**config.mk**
```make
export PLATFORM = sky130hd
export DESIGN_NAME = regfile_wb_arbiter_flat
export DESIGN_NICKNAME = d
export VERILOG_FILES = /design/src/rtl/regfile_wb_arbiter_pkg.sv /design/src/rtl/regfile_wb_arbiter_if.sv /design/src/rtl/regfile_wb_arbiter_rr.sv /design/src/rtl/regfile_wb_arbiter.sv /design/src/flat_wrapper.sv
export SDC_FILE = /design/constraint.sdc
export NUM_CORES = 1
export LEC_CHECK = 0
export ABC_AREA = 0
export ABC_CLOCK_PERIOD_IN_PS = 2870
export CORE_MARGIN = 3
export CORE_UTILIZATION = 41
export DETAILED_ROUTE_END_ITERATION = 8
export GPL_TIMING_DRIVEN = 0
export PLACE_DENSITY_LB_ADDON = 0.15
export SLEW_MARGIN = 20
export SYNTH_ARGS = -nofsm -noshare
export SYNTH_HDL_FRONTEND = slang
export SYNTH_SLANG_ARGS = --single-unit
```
**constraint.sdc**
```tcl
create_clock -name clk -period 2.87 [get_ports clk]
set_input_delay 0.574 -clock clk [delete_from_list [all_inputs] [get_ports clk]]
set_output_delay 0.574 -clock clk [all_outputs]
set_load 0.005 [all_outputs]
```
**src/rtl/regfile_wb_arbiter_pkg.sv**
```systemverilog
// Shared definitions for the register-file writeback arbiter: requester indices
// and the architectural register numbers it treats specially.
package regfile_pkg;

   localparam int NUM_WB_REQ = 3;

   typedef enum logic [1:0] {
      REQ_ALU = 2'd0,
      REQ_LD  = 2'd1,
      REQ_LNK = 2'd2
   } wb_req_e;

   localparam logic [4:0] LINK_REG = 5'd31;
   localparam logic [4:0] ZERO_REG = 5'd0;

endpackage

```
**src/rtl/regfile_wb_arbiter_if.sv**
```systemverilog
// Writeback bus between the execute/memory paths and the regfile write-port arbiter.
// master = requester/consumer side, slave = the arbiter.
interface regfile_wb_arbiter_if #(
   parameter int n  = 32,
   parameter int r  = 5,
   parameter int cw = 16
);
   logic          hold;
   logic          alu_valid, alu_ready;
   logic [r-1:0]  alu_addr;
   logic [n-1:0]  alu_data;
   logic          ld_valid, ld_ready;
   logic [r-1:0]  ld_addr;
   logic [n-1:0]  ld_data;
   logic          lnk_valid, lnk_ready;
   logic [n-1:0]  lnk_pcplus4;
   logic          rf_we;
   logic [r-1:0]  rf_wa;
   logic [n-1:0]  rf_wd;
   logic [r-1:0]  chk_addr;
   logic          chk_pending;
   logic [cw-1:0] wr_count;

   modport master (
      output hold, alu_valid, alu_addr, alu_data, ld_valid, ld_addr, ld_data,
             lnk_valid, lnk_pcplus4, chk_addr,
      input  alu_ready, ld_ready, lnk_ready, rf_we, rf_wa, rf_wd, chk_pending, wr_count
   );

   modport slave (
      input  hold, alu_valid, alu_addr, alu_data, ld_valid, ld_addr, ld_data,
             lnk_valid, lnk_pcplus4, chk_addr,
      output alu_ready, ld_ready, lnk_ready, rf_we, rf_wa, rf_wd, chk_pending, wr_count
   );
endinterface

```
**src/rtl/regfile_wb_arbiter_rr.sv**
```systemverilog
// Round-robin arbiter: searches last+1, last+2, ... last (mod N) and grants the
// first active request; the pointer moves only when the grant is accepted.
module rr_arbiter #(
   parameter int  N  = 3,
   localparam int IW = (N > 1) ? $clog2(N) : 1
) (
   input  logic          clk,
   input  logic          reset_n,
   input  logic [N-1:0]  req,
   input  logic          en,
   input  logic          accept,
   output logic [N-1:0]  gnt,
   output logic [IW-1:0] last
);

   logic [IW-1:0] win;

   always_comb begin
      int   k;
      logic found;
      gnt   = '0;
      win   = last;
      found = 1'b0;
      k     = 0;
      for (int i = 1; i <= N; i++) begin
         k = (int'(last) + i) % N;
         if (!found && req[k]) begin
            found  = 1'b1;
            win    = IW'(k);
            gnt[k] = en;
         end
      end
   end

   // Reset to the highest index so requester 0 wins the first search.
   always_ff @(posedge clk or negedge reset_n) begin
      if (!reset_n)    last <= IW'(N - 1);
      else if (accept) last <= win;
   end

endmodule

```
**src/rtl/regfile_wb_arbiter.sv**
```systemverilog
// Shares the regfile write port among ALU, load and link writeback sources with a
// registered output stage, a pending-write lookup and a saturating write counter.
module regfile_wb_arbiter
   import regfile_pkg::*;
#(
   parameter int n  = 32,
   parameter int r  = 5,
   parameter int cw = 16
) (
   input logic                 clk,
   input logic                 reset_n,
   regfile_wb_arbiter_if.slave wb
);

   localparam int LW = $clog2(NUM_WB_REQ);

   logic [NUM_WB_REQ-1:0]        req, gnt, xfer;
   logic [NUM_WB_REQ-1:0][r-1:0] req_addr;
   logic [NUM_WB_REQ-1:0][n-1:0] req_data;
   logic                         accept;
   logic [r-1:0]                 sel_addr;
   logic [n-1:0]                 sel_data;
   logic [LW-1:0]                unused_rr_last;
   logic                         rf_we_q;
   logic [r-1:0]                 rf_wa_q;
   logic [n-1:0]                 rf_wd_q;
   logic [cw-1:0]                cnt_q;

   assign req      = {wb.lnk_valid,     wb.ld_valid, wb.alu_valid};
   assign req_addr = {r'(LINK_REG),     wb.ld_addr,  wb.alu_addr};
   assign req_data = {wb.lnk_pcplus4,   wb.ld_data,  wb.alu_data};

   // Grants are masked while reset is low so no requester sees a false acceptance.
   rr_arbiter #(.N(NUM_WB_REQ)) u_arb (
      .clk     (clk),
      .reset_n (reset_n),
      .req     (req),
      .en      (~wb.hold & reset_n),
      .accept  (accept),
      .gnt     (gnt),
      .last    (unused_rr_last)
   );

   assign xfer   = gnt & req;
   assign accept = |xfer;

   assign wb.alu_ready = gnt[REQ_ALU];
   assign wb.ld_ready  = gnt[REQ_LD];
   assign wb.lnk_ready = gnt[REQ_LNK];

   always_comb begin
      sel_addr = '0;
      sel_data = '0;
      for (int i = 0; i < NUM_WB_REQ; i++) begin
         if (xfer[i]) begin
            sel_addr = sel_addr | req_addr[i];
            sel_data = sel_data | req_data[i];
         end
      end
   end

   // Writes to r0 still complete the handshake but never reach the regfile.
   always_ff @(posedge clk or negedge reset_n) begin
      if (!reset_n) begin
         rf_we_q <= 1'b0;
         rf_wa_q <= '0;
         rf_wd_q <= '0;
      end else if (accept) begin
         rf_we_q <= (sel_addr != r'(ZERO_REG));
         rf_wa_q <= sel_addr;
         rf_wd_q <= sel_data;
      end else begin
         rf_we_q <= 1'b0;
      end
   end

   always_ff @(posedge clk or negedge reset_n) begin
      if (!reset_n)                   cnt_q <= '0;
      else if (rf_we_q && ~&cnt_q)    cnt_q <= cnt_q + 1'b1;
   end

   assign wb.rf_we       = rf_we_q;
   assign wb.rf_wa       = rf_wa_q;
   assign wb.rf_wd       = rf_wd_q;
   assign wb.wr_count    = cnt_q;
   assign wb.chk_pending = rf_we_q && (rf_wa_q == wb.chk_addr) && (wb.chk_addr != r'(ZERO_REG));

endmodule

```
**src/flat_wrapper.sv**
```systemverilog
// flat-port wrapper written by rule: the top's interface ports become plain ports
module regfile_wb_arbiter_flat import regfile_pkg::*;
#(
   parameter int n  = 32,
   parameter int r  = 5,
   parameter int cw = 16
)
  (clk, reset_n, wb_hold, wb_alu_valid, wb_alu_addr, wb_alu_data, wb_ld_valid, wb_ld_addr, wb_ld_data, wb_lnk_valid, wb_lnk_pcplus4, wb_chk_addr, wb_alu_ready, wb_ld_ready, wb_lnk_ready, wb_rf_we, wb_rf_wa, wb_rf_wd, wb_chk_pending, wb_wr_count);
  regfile_wb_arbiter_if #(.n(n), .r(r), .cw(cw)) wb_i ();
  input logic clk;
  input logic reset_n;
  input wire logic [$bits(wb_i.hold)-1:0] wb_hold;
  input wire logic [$bits(wb_i.alu_valid)-1:0] wb_alu_valid;
  input wire logic [$bits(wb_i.alu_addr)-1:0] wb_alu_addr;
  input wire logic [$bits(wb_i.alu_data)-1:0] wb_alu_data;
  input wire logic [$bits(wb_i.ld_valid)-1:0] wb_ld_valid;
  input wire logic [$bits(wb_i.ld_addr)-1:0] wb_ld_addr;
  input wire logic [$bits(wb_i.ld_data)-1:0] wb_ld_data;
  input wire logic [$bits(wb_i.lnk_valid)-1:0] wb_lnk_valid;
  input wire logic [$bits(wb_i.lnk_pcplus4)-1:0] wb_lnk_pcplus4;
  input wire logic [$bits(wb_i.chk_addr)-1:0] wb_chk_addr;
  output wire logic [$bits(wb_i.alu_ready)-1:0] wb_alu_ready;
  output wire logic [$bits(wb_i.ld_ready)-1:0] wb_ld_ready;
  output wire logic [$bits(wb_i.lnk_ready)-1:0] wb_lnk_ready;
  output wire logic [$bits(wb_i.rf_we)-1:0] wb_rf_we;
  output wire logic [$bits(wb_i.rf_wa)-1:0] wb_rf_wa;
  output wire logic [$bits(wb_i.rf_wd)-1:0] wb_rf_wd;
  output wire logic [$bits(wb_i.chk_pending)-1:0] wb_chk_pending;
  output wire logic [$bits(wb_i.wr_count)-1:0] wb_wr_count;
  assign wb_i.hold = wb_hold;
  assign wb_i.alu_valid = wb_alu_valid;
  assign wb_i.alu_addr = wb_alu_addr;
  assign wb_i.alu_data = wb_alu_data;
  assign wb_i.ld_valid = wb_ld_valid;
  assign wb_i.ld_addr = wb_ld_addr;
  assign wb_i.ld_data = wb_ld_data;
  assign wb_i.lnk_valid = wb_lnk_valid;
  assign wb_i.lnk_pcplus4 = wb_lnk_pcplus4;
  assign wb_i.chk_addr = wb_chk_addr;
  assign wb_alu_ready = wb_i.alu_ready;
  assign wb_ld_ready = wb_i.ld_ready;
  assign wb_lnk_ready = wb_i.lnk_ready;
  assign wb_rf_we = wb_i.rf_we;
  assign wb_rf_wa = wb_i.rf_wa;
  assign wb_rf_wd = wb_i.rf_wd;
  assign wb_chk_pending = wb_i.chk_pending;
  assign wb_wr_count = wb_i.wr_count;
  regfile_wb_arbiter #(.n(n), .r(r), .cw(cw)) u_core (.clk(clk), .reset_n(reset_n), .wb(wb_i));
endmodule
```
==> impl_metrics.env, run 1 <==
export IMPL_dr_total_vias=3341
export IMPL_wl_um=11000
export IMPL_synth_top_family_by_area="compound AO/OA/AOI/OAI gates"
export IMPL_ys_ff_latch=56
export IMPL_syn_to_final_growth_pct=63.1
export IMPL_grt_pass1_vias=3352
export IMPL_worst_hold_slack_ps=206
export IMPL_max_freq_ghz=0.350
export IMPL_drv_slew=0
export IMPL_antennaDiodeCount=0
export IMPL_synth_warnings=0
export IMPL_layoutNonFillerInstCount=605
export IMPL_synth_compound_area_share_pct=24.0
export IMPL_start_util_pct=43.4
export IMPL_synthAdderAreaFrac_pct=1.81
export IMPL_slew_limit_headroom_pct=62.3
export IMPL_synth_flop_cell="dfrtp_1"
export IMPL_cts_tree="built"
export IMPL_r2r_slack_ps=50
export IMPL_clock_skew_ps=10.7
export IMPL_die_area_um2=9570
export IMPL_drive_above_1_share_pct=17.9
export IMPL_top_usage_layer="met2"
export IMPL_irDropWorstVdd_uv=332
export IMPL_synthSimpleGateAreaFrac_pct=10.4
export IMPL_synth_area_um2=3460
export IMPL_async_reset_ff_share_pct=100
export IMPL_status="completed"
export IMPL_dpl_cell_area_um2=5310
export IMPL_clk_pin_slew_worst_paths_ps=100
export IMPL_clock_latency_ps=310
export IMPL_final_common_cell="clkdlybuf4s50_1"
export IMPL_synthXorXnorAreaFrac_pct=4.56
export IMPL_hp_class="in2async"
export IMPL_power_density_nw_per_um2=668
export IMPL_cts_sinks=56
export IMPL_ant_nets=0
export IMPL_grt_max_degree=59
export IMPL_ctsHoldBuffers=0
export IMPL_finalCritPeriodShare_pct=99.4
export IMPL_wl_per_cell_um=18.2
export IMPL_cp_max_fo=4
export IMPL_coreArea_um2=7970
export IMPL_final_net_count=624
export IMPL_crit_required_ps=2300
export IMPL_r2r_cells=10
export IMPL_drc=0
export IMPL_synth_cells=307
export IMPL_htree_num_levels=2
export IMPL_numCtsBuffers=5
export IMPL_criticalPathCategory="reg2out"
export IMPL_crit_start="u_core.u_arb.last[1]"
export IMPL_final_cell_mix="clkdlybuf4s50_1, dfrtp_1, a221o_1"
export IMPL_met1_usage_pct=27.8
export IMPL_clockRootBuffer="clkbuf_8"
export IMPL_syn_nets=429
export IMPL_grt_pass1_wl_um=17100
export IMPL_place_gp_congestion=0.857
export IMPL_ys_seq_area_share_pct=40.6
export IMPL_die_y_um=97.8
export IMPL_boundaryPins=175
export IMPL_r2r_end="u_core.wb.rf_wd[13]"
export IMPL_groute_layer_met3_usage_pct=8.07
export IMPL_r2r_start="u_core.u_arb.last[0]"
export IMPL_cp_start_kind="flop"
export IMPL_finalHoldViolations=0
export IMPL_rows=32
export IMPL_fin_area_um2=5640
export IMPL_vias_per_cell=5.52
export IMPL_cap_violations=0
export IMPL_grt_usage_pct=22.2
export IMPL_synth_avg_cell_area_um2=11.3
export IMPL_drt_initial_drc_count=185
export IMPL_clock_path_buffers=2
export IMPL_synth_edf_count=0
export IMPL_worst_slew_pin_slew_ps=564
export IMPL_worst_ep_arrival_time_ps=2280
export IMPL_crit_path_end_kind="output port"
export IMPL_ys_types=50
export IMPL_hpwlAfterDp_um=8430
export IMPL_die_w_um=97.8
export IMPL_rsz0062_at_grt="yes"
export IMPL_antenna_found_initial=0
export IMPL_power_leakage_uw=0.00241
export IMPL_grtUsageMet2_pct=37.1
export IMPL_place_inst=582
export IMPL_synth_area_mux_share_pct=14.1
export IMPL_min_period_ps=2850
export IMPL_crit_path_end="wb_lnk_ready"
export IMPL_drt_pass1_iterations=4
export IMPL_io_buffers=173
export IMPL_setup_viol=0
export IMPL_overflow=0
through the flow:
stage / setup TNS, ps / setup WS [ps] / utilization (%) / total power (uW)
finish: 0 / 15.9 / 70.7 / 3760
global route: -1110 / -106 / 70.7 / 4000
CTS: 0 / 0.284 / 68.8 / 3550
detailed placement: -10880 / -843 / 66.7 / 3010
global placement: -111710 / -2410 / 66.7 / 2970
floorplan: 0 / 281 / - / 2240
critical path, cell delays in order (launching register included):
cell and delay (ps):
dfstp_2 550, inv_2 50, ha_4 150, buf_6 110, a22o_1 210, a211oi_2 270
nor2_2 100, buf_4 150, nor2_4 80, nand2_1 50, a21oi_1 120, buf_2 120
Yosys cell counts (2+ instances only):
cell,count,area (um2)
a21boi_0,29,218
a21o_1,5,37.5
a21oi_1,4,20.0
a221o_1,34,340
a222oi_1,3,30.0
a22o_1,2,17.5
and3_1,4,25.0
and4_1,2,17.5
buf_2,3,15.0
buf_4,2,15.0
buf_6,5,56.3
clkbuf_1,13,48.8
dfrtp_1,55,1380
ha_1,5,62.6
inv_1,6,22.5
mux2_1,4,45.0
mux2_2,2,22.5
mux2_4,26,390
mux2i_1,3,30.0
nand2_1,16,60.1
nand2b_1,5,31.3
nand3_1,11,55.1
nand4_1,4,25.0
nor2_1,11,41.3
nor2b_1,2,12.5
nor4_1,2,12.5
o21ai_0,6,30.0
o21ai_1,3,15.0
o22ai_2,2,25.0
or4_1,2,15.0
xnor2_1,14,123
xor2_1,4,35.0
kinds of logic (layout without fill, tap and decap cells):
| logic type | count (synthesis) | count (layout) |
|---|---|---|
| AO/OA/AOI/OAI | 97 | 97 |
| AND/OR/NAND/NOR | 67 | 67 |
| flip-flops | 56 | 56 |
| multiplexers | 35 | 35 |
| buffers and inverters | 29 | 225 |
| XOR/XNOR | 18 | 18 |
| adder cells (fa/ha/maj) | 5 | 5 |
routing by layer:
| metal | vias to the layer above | part of all wire (%) |
|---|---|---|
| met3 | 16 | 9.7 |
| met4 | 0 | 1.5 |
| li1 | 1551 | - |
| met2 | 181 | 47 |
| met1 | 1593 | 42 |
| met5 | - | 0 |
report_power, final:
| part | total (uW) | internal (uW) | switching [uW] |
|---|---|---|---|
| clock | 432 | 174 | 257 |
| combinational | 2210 | 1300 | 913 |
| sequential | 1120 | 967 | 149 |
area by class of cell:
class,instances,area (um2)
Fill cell,595,2330
Multi-Input combinational cell,222,1970
Timing Repair Buffer,188,1850
Sequential cell,56,1400
Buffer,23,174
Tap cell,102,128
Clock buffer,6,72.6
Inverter,6,22.5
Clock inverter,2,16.3
registers in the layout (all words and copies together) (netlist names):
name,count
u_core.u_arb.last,2
u_core.wb.rf_wa,5
u_core.wb.rf_wd,32
u_core.wb.rf_we,1
u_core.wb.wr_count,16
repair_timing:
action	4_1_cts	5_1_grt
setup buffers	6	8
resized for setup	23	29
endpoints found under the setup margin	11	40
endpoints found under the hold margin	0	0
pin swaps	7	13
gates cloned	0	1
worst min-delay path by stage:
stage | startpoint | to | slack [ps] | cells after the start
detailed placement | u_core.wb.rf_wd[7] | u_core.wb.rf_wd[7] | 490 | 1
finish | reset_n | u_core.wb.wr_count[2] | 210 | 1
CTS | reset_n | u_core.wb.wr_count[2] | 330 | 1
floorplan | reset_n | u_core.u_arb.last[0] | 280 | 0
global placement | u_core.wb.rf_wd[4] | u_core.wb.rf_wd[4] | 470 | 1
global route | reset_n | u_core.wb.wr_count[14] | 250 | 1
No activity file was read; power rests on OpenSTA's default activity.
==> run 2: changes to the inputs <==
- SETUP_SLACK_MARGIN: not set -> 0.05
==> run 2 against run 1 <==
Against the previous run:
- the run now ends with setup timing left
- first-iteration DRC count fell by 11%
- via count decreased by 0.81%
- clock skew barely moved
- worst setup slack got worse by 34 ps
- sequential share of layout area hardly changed
- wire length shrank 0.37%
- worst hold slack gained 1.6 ps
- clock-buffer cell count is the same
- cell count is the same
- critical path type unchanged
==> impl_metrics.env, run 2 (synthesized netlist as in run 1, its figures left out) <==
export IMPL_status="finished with violations"
export IMPL_violations="setup timing"
export IMPL_hpwlAfterDp_um=8430
export IMPL_drv_slew=0
export IMPL_worst_path_largest_cell_delay_ps=550
export IMPL_criticalPathCategory="reg2out"
export IMPL_htree_num_levels=2
export IMPL_worst_slew_pin_slew_ps=561
export IMPL_max_freq_ghz=0.346
export IMPL_cts_sinks=56
export IMPL_antennaDiodeCount=0
export IMPL_start_util_pct=43.4
export IMPL_vias_per_cell=5.48
export IMPL_die_area_um2=9570
export IMPL_grt_max_degree=59
export IMPL_finalHoldViolations=0
export IMPL_ant_nets=0
export IMPL_crit_start="u_core.u_arb.last[1]"
export IMPL_r2r_start="u_core.u_arb.last[1]"
export IMPL_clk_pin_slew_worst_paths_ps=100
export IMPL_drt_initial_drc_count=165
export IMPL_grt_pass1_vias=3367
export IMPL_crit_chain="inv_2, ha_4, buf_6, a22o_1, a211oi_2, nor2_2, buf_4, nor2_4, nand2_1, a21oi_1, buf_2"
export IMPL_cts_tree="built"
export IMPL_wl_um=11000
export IMPL_cp_start_kind="flop"
export IMPL_drt_pass1_iterations=4
export IMPL_power_leakage_uw=0.00241
export IMPL_r2r_cells=12
export IMPL_die_w_um=97.8
export IMPL_setup_viol=1
export IMPL_die_y_um=97.8
export IMPL_crit_required_ps=2300
export IMPL_grt_pass1_wl_um=17200
export IMPL_coreArea_um2=7970
export IMPL_io_buffers=173
export IMPL_fillCellCount=605
export IMPL_syn_to_final_growth_pct=63.2
export IMPL_hp_class="in2async"
export IMPL_dr_total_vias=3314
export IMPL_ctsHoldBuffers=0
export IMPL_final_net_count=624
export IMPL_final_seq_area_um2=1400
export IMPL_rsz0062_at_grt="yes"
export IMPL_setup_ws_ps=-18.5
export IMPL_clock_path_buffers=2
export IMPL_overflow=0
export IMPL_finalCritPeriodShare_pct=101
export IMPL_antenna_found_initial=0
export IMPL_boundaryPins=175
export IMPL_wl_per_cell_um=18.1
export IMPL_rows=32
export IMPL_grt_usage_pct=22.3
export IMPL_largest_register_ffs=32
export IMPL_clock_skew_ps=11.1
export IMPL_crit_path_end_kind="output port"
export IMPL_final_cell_mix="clkdlybuf4s50_1, dfrtp_1, a221o_1"
export IMPL_slowest_stage="dfstp_2"
export IMPL_pre_cts_slack_ps=-843
export IMPL_slew_limit_headroom_pct=62.5
export IMPL_worst_ep_arrival_time_ps=2310
export IMPL_drive_above_1_share_pct=18.1
export IMPL_cap_violations=0
export IMPL_multiInputGateArea_um2=1960
export IMPL_drc=0
export IMPL_place_gp_congestion=0.857
export IMPL_numCtsBuffers=5
export IMPL_layoutNonFillerInstCount=605
export IMPL_cp_max_fo=4
export IMPL_min_period_ps=2890
export IMPL_power_density_nw_per_um2=669
export IMPL_clock_latency_ps=310
export IMPL_clockRootBuffer="clkbuf_8"
export IMPL_final_common_cell="clkdlybuf4s50_1"
export IMPL_place_inst=582
export IMPL_irDropWorstVdd_uv=320
[run 2: cell counts in the layout (fill, tap and decap cells not counted)]
Identical to the previous run, type by type.
[run 2: metal layers]
metal  part of all wire [%]  global-route usage (%)  vias up  wire (um)
li1                       -                       -     1556          -
met1                     42                    28.0     1571       4610
met2                     47                    37.3      173       5160
met3                    9.6                    8.07       14       1050
met4                    1.3                    4.69        0        147
met5                      0                       0        -          0
[run 2: area by class of cell]
type	instances	share of cell area (%)
multi-input combinational	222	34.7
timing repair buffer	188	32.9
tap	102	2.26
inverter	6	0.399
sequential	56	24.9
buffer	23	3.26
clock inverter	2	0.288
clock buffer	6	1.29
[run 2: worst paths after layout]
check                                        endpoint  slack [ps]
worst min-delay path            u_core.wb.wr_count[2]         210
worst max-delay path                     wb_lnk_ready         -20
max in group asynchronous        u_core.u_arb.last[1]        2280
worst min register to register     u_core.wb.rf_wd[5]         500
worst max register to register    u_core.wb.rf_wd[13]          40
min in group clk                   u_core.wb.rf_wd[5]         500
[run 2: power breakdown]
| group | leakage (uW) | switching [uW] | internal (uW) |
|---|---|---|---|
| Combinational | 0.00163 | 911 | 1320 |
| Sequential | 0.000743 | 149 | 967 |
| Clock | 0.0000414 | 258 | 174 |
| Total | 0.00241 | 1320 | 2460 |
[run 2: through the flow]
step / util, % / TNS [ps] / hold slack, ps / instance area [um2] / power [uW]
2_1_floorplan: - / 0 / 278 / 3460 / 2240
3_3_place_gp: 66.7 / -111710 / 468 / 5320 / 2970
3_5_place_dp: 66.7 / -10880 / 489 / 5310 / 3010
4_1_cts: 69.3 / 0 / 332 / 5520 / 3620
5_1_grt: 70.8 / -1060 / 250 / 5640 / 4020
6_report: 70.8 / -18.5 / 208 / 5640 / 3780
[run 2: critical path: cells and delay by family (launching register included)]
kind | cells | cell delay (ps)
compound gates | 3 | 630
fa+ha+maj | 1 | 160
buf+inv | 4 | 430
flops | 1 | 550
simple gates | 3 | 230
[run 2: timing repair]
item	CTS	global route
endpoints found under the setup margin	35	42
buffers inserted	8	6
resized for setup	28	28
gates cloned	0	1
pin swaps	8	9
==> run 3: changes to the inputs <==
- PLACE_DENSITY: not set -> 0.82
- PLACE_DENSITY_LB_ADDON: 0.15 -> not set
- SLEW_MARGIN: 20 -> 40
==> run 3 against run 2 <==
Against the previous run:
- the run now ends clean
- maximum frequency up 2.7%
- worst hold slack worse by 86 ps
- total power up 1.8%
- via count up 0.69%
- clock-buffer cell count down 1
- first-iteration DRC count down 22%
- sequential share of layout area down 0.25 points
- largest cell class unchanged
- highest routed layer unchanged
==> impl_metrics.env, run 3 (synthesized netlist as in run 1, its figures left out) <==
export IMPL_wl_per_cell_um=17.9
export IMPL_antenna_found_initial=0
export IMPL_clock_latency_ps=310
export IMPL_numCtsBuffers=5
export IMPL_rows=32
export IMPL_worst_slew_pin_slew_ps=530
export IMPL_die_y_um=97.8
export IMPL_hpwlAfterDp_um=8460
export IMPL_worst_hold_slack_ps=122
export IMPL_finalCritPeriodShare_pct=98.0
export IMPL_largest_register_ffs=32
export IMPL_io_buffers=173
export IMPL_setup_tns_ps=0
export IMPL_die_w_um=97.8
export IMPL_finalPower_uw=3840
export IMPL_vias_per_cell=5.49
export IMPL_place_gp_congestion=0.926
export IMPL_drv_slew=0
export IMPL_power_density_nw_per_um2=675
export IMPL_final_common_cell="clkdlybuf4s50_1"
export IMPL_syn_to_final_growth_pct=64.8
export IMPL_antennaDiodeCount=0
export IMPL_drt_initial_drc_count=128
export IMPL_clk_pin_slew_worst_paths_ps=100
export IMPL_cts_sinks=56
export IMPL_final_net_count=627
export IMPL_drive_above_1_share_pct=19.8
export IMPL_clockRootBuffer="clkbuf_8"
export IMPL_dr_total_vias=3337
export IMPL_crit_required_ps=2300
export IMPL_die_area_um2=9570
export IMPL_rsz0062_at_grt="yes"
export IMPL_wl_um=10900
export IMPL_htree_num_levels=2
export IMPL_coreArea_um2=7970
export IMPL_overflow=0
export IMPL_clock_path_buffers=2
export IMPL_clock_skew_ps=13.5
export IMPL_grt_pass1_wl_um=17400
export IMPL_setup_viol=0
export IMPL_setup_ws_ps=58.1
export IMPL_final_util_pct=71.5
export IMPL_start_util_pct=43.4
export IMPL_crit_path_end_kind="output port"
export IMPL_finalHoldViolations=0
export IMPL_worst_ep_arrival_time_ps=2240
export IMPL_hp_class="in2async"
export IMPL_grt_usage_pct=22.5
export IMPL_power_leakage_uw=0.00241
export IMPL_ant_nets=0
export IMPL_drc=0
export IMPL_status="completed"
export IMPL_cap_violations=0
export IMPL_grt_max_degree=40
export IMPL_drt_pass1_iterations=4
export IMPL_final_cell_mix="clkdlybuf4s50_1, dfrtp_1, a221o_1"
export IMPL_irDropWorstVdd_uv=299
export IMPL_fillCellCount=576
export IMPL_min_period_ps=2810
export IMPL_grt_pass1_vias=3497
export IMPL_max_freq_ghz=0.356
export IMPL_boundaryPins=175
export IMPL_cp_start_kind="flop"
export IMPL_criticalPathCategory="reg2out"
export IMPL_pre_cts_slack_ps=-875
export IMPL_cp_max_fo=6
export IMPL_ctsHoldBuffers=0
export IMPL_cts_tree="built"
export IMPL_slew_limit_headroom_pct=64.7
==> run 3: cell types whose count changed in the layout (fill, tap and decap cells not counted), sizes merged <==
cell | before | now
dlygate4sd2 | 2 | 4
dlymetal6s2s | 4 | 2
inv | 6 | 7
buf | 26 | 29
clkbuf | 22 | 21
==> run 3: final cells by class <==
cell class | instances | area, um2 | area share [%]
clock buffer | 5 | 68.8 | 1.21
inverter | 6 | 22.5 | 0.395
multi-input combinational | 222 | 1990 | 34.9
tap | 102 | 128 | 2.24
clock inverter | 3 | 21.3 | 0.373
buffer | 22 | 181 | 3.18
sequential | 56 | 1400 | 24.6
timing repair buffer | 192 | 1880 | 33.1
==> run 3: metrics by stage <==
stage               cells  instance area, um2
CTS                   605                5600
global route          608                5700
floorplan             307                3460
finish                608                5700
detailed placement    583                5330
global placement      582                5320
==> run 3: layer usage <==
| layer | track usage, % | part of all wire, % |
|---|---|---|
| met1 | 26.1 | 39 |
| met2 | 40.4 | 51 |
| met3 | 6.93 | 7.9 |
| met4 | 5.54 | 2.0 |
| met5 | 0 | 0 |
==> run 3: timing repair <==
item                       4_1_cts  5_1_grt
hold endpoints to repair         0        0
setup endpoints to repair       35       39
gates cloned                     1        0
gates resized for setup         35       29
pin swaps                       13       13
buffers inserted                13        4
==> run 3: path summary, 6_finish.rpt <==
kind	to	slack, ps	cells past startpoint	from
min reg2reg	u_core.wb.wr_count[15]	510	1	u_core.wb.wr_count[15]
max reg2reg	u_core.wb.rf_wd[8]	110	11	u_core.u_arb.last[1]
min in group clk	u_core.wb.wr_count[15]	510	1	u_core.wb.wr_count[15]
min	u_core.wb.wr_count[5]	120	1	reset_n
max in group asynchronous	u_core.u_arb.last[1]	2200	2	reset_n
max	wb_lnk_ready	60	11	u_core.u_arb.last[1]
==> run 3: power by group <==
part | total (uW) | internal (uW) | switching, uW
combinational | 2280 | 1360 | 921
sequential | 1120 | 968 | 155
clock | 441 | 174 | 267
==> run 3: worst max-delay path, cell delays in order, from the launching register on <==
cell and delay, ps:
dfstp_2 570, buf_6 110, ha_2 160, buf_6 110, nand2_1 60, a211oi_2 280, nor2_2 90, buf_4 150
nor2_4 110, nand2_2 50, a21oi_2 110, buf_2 130
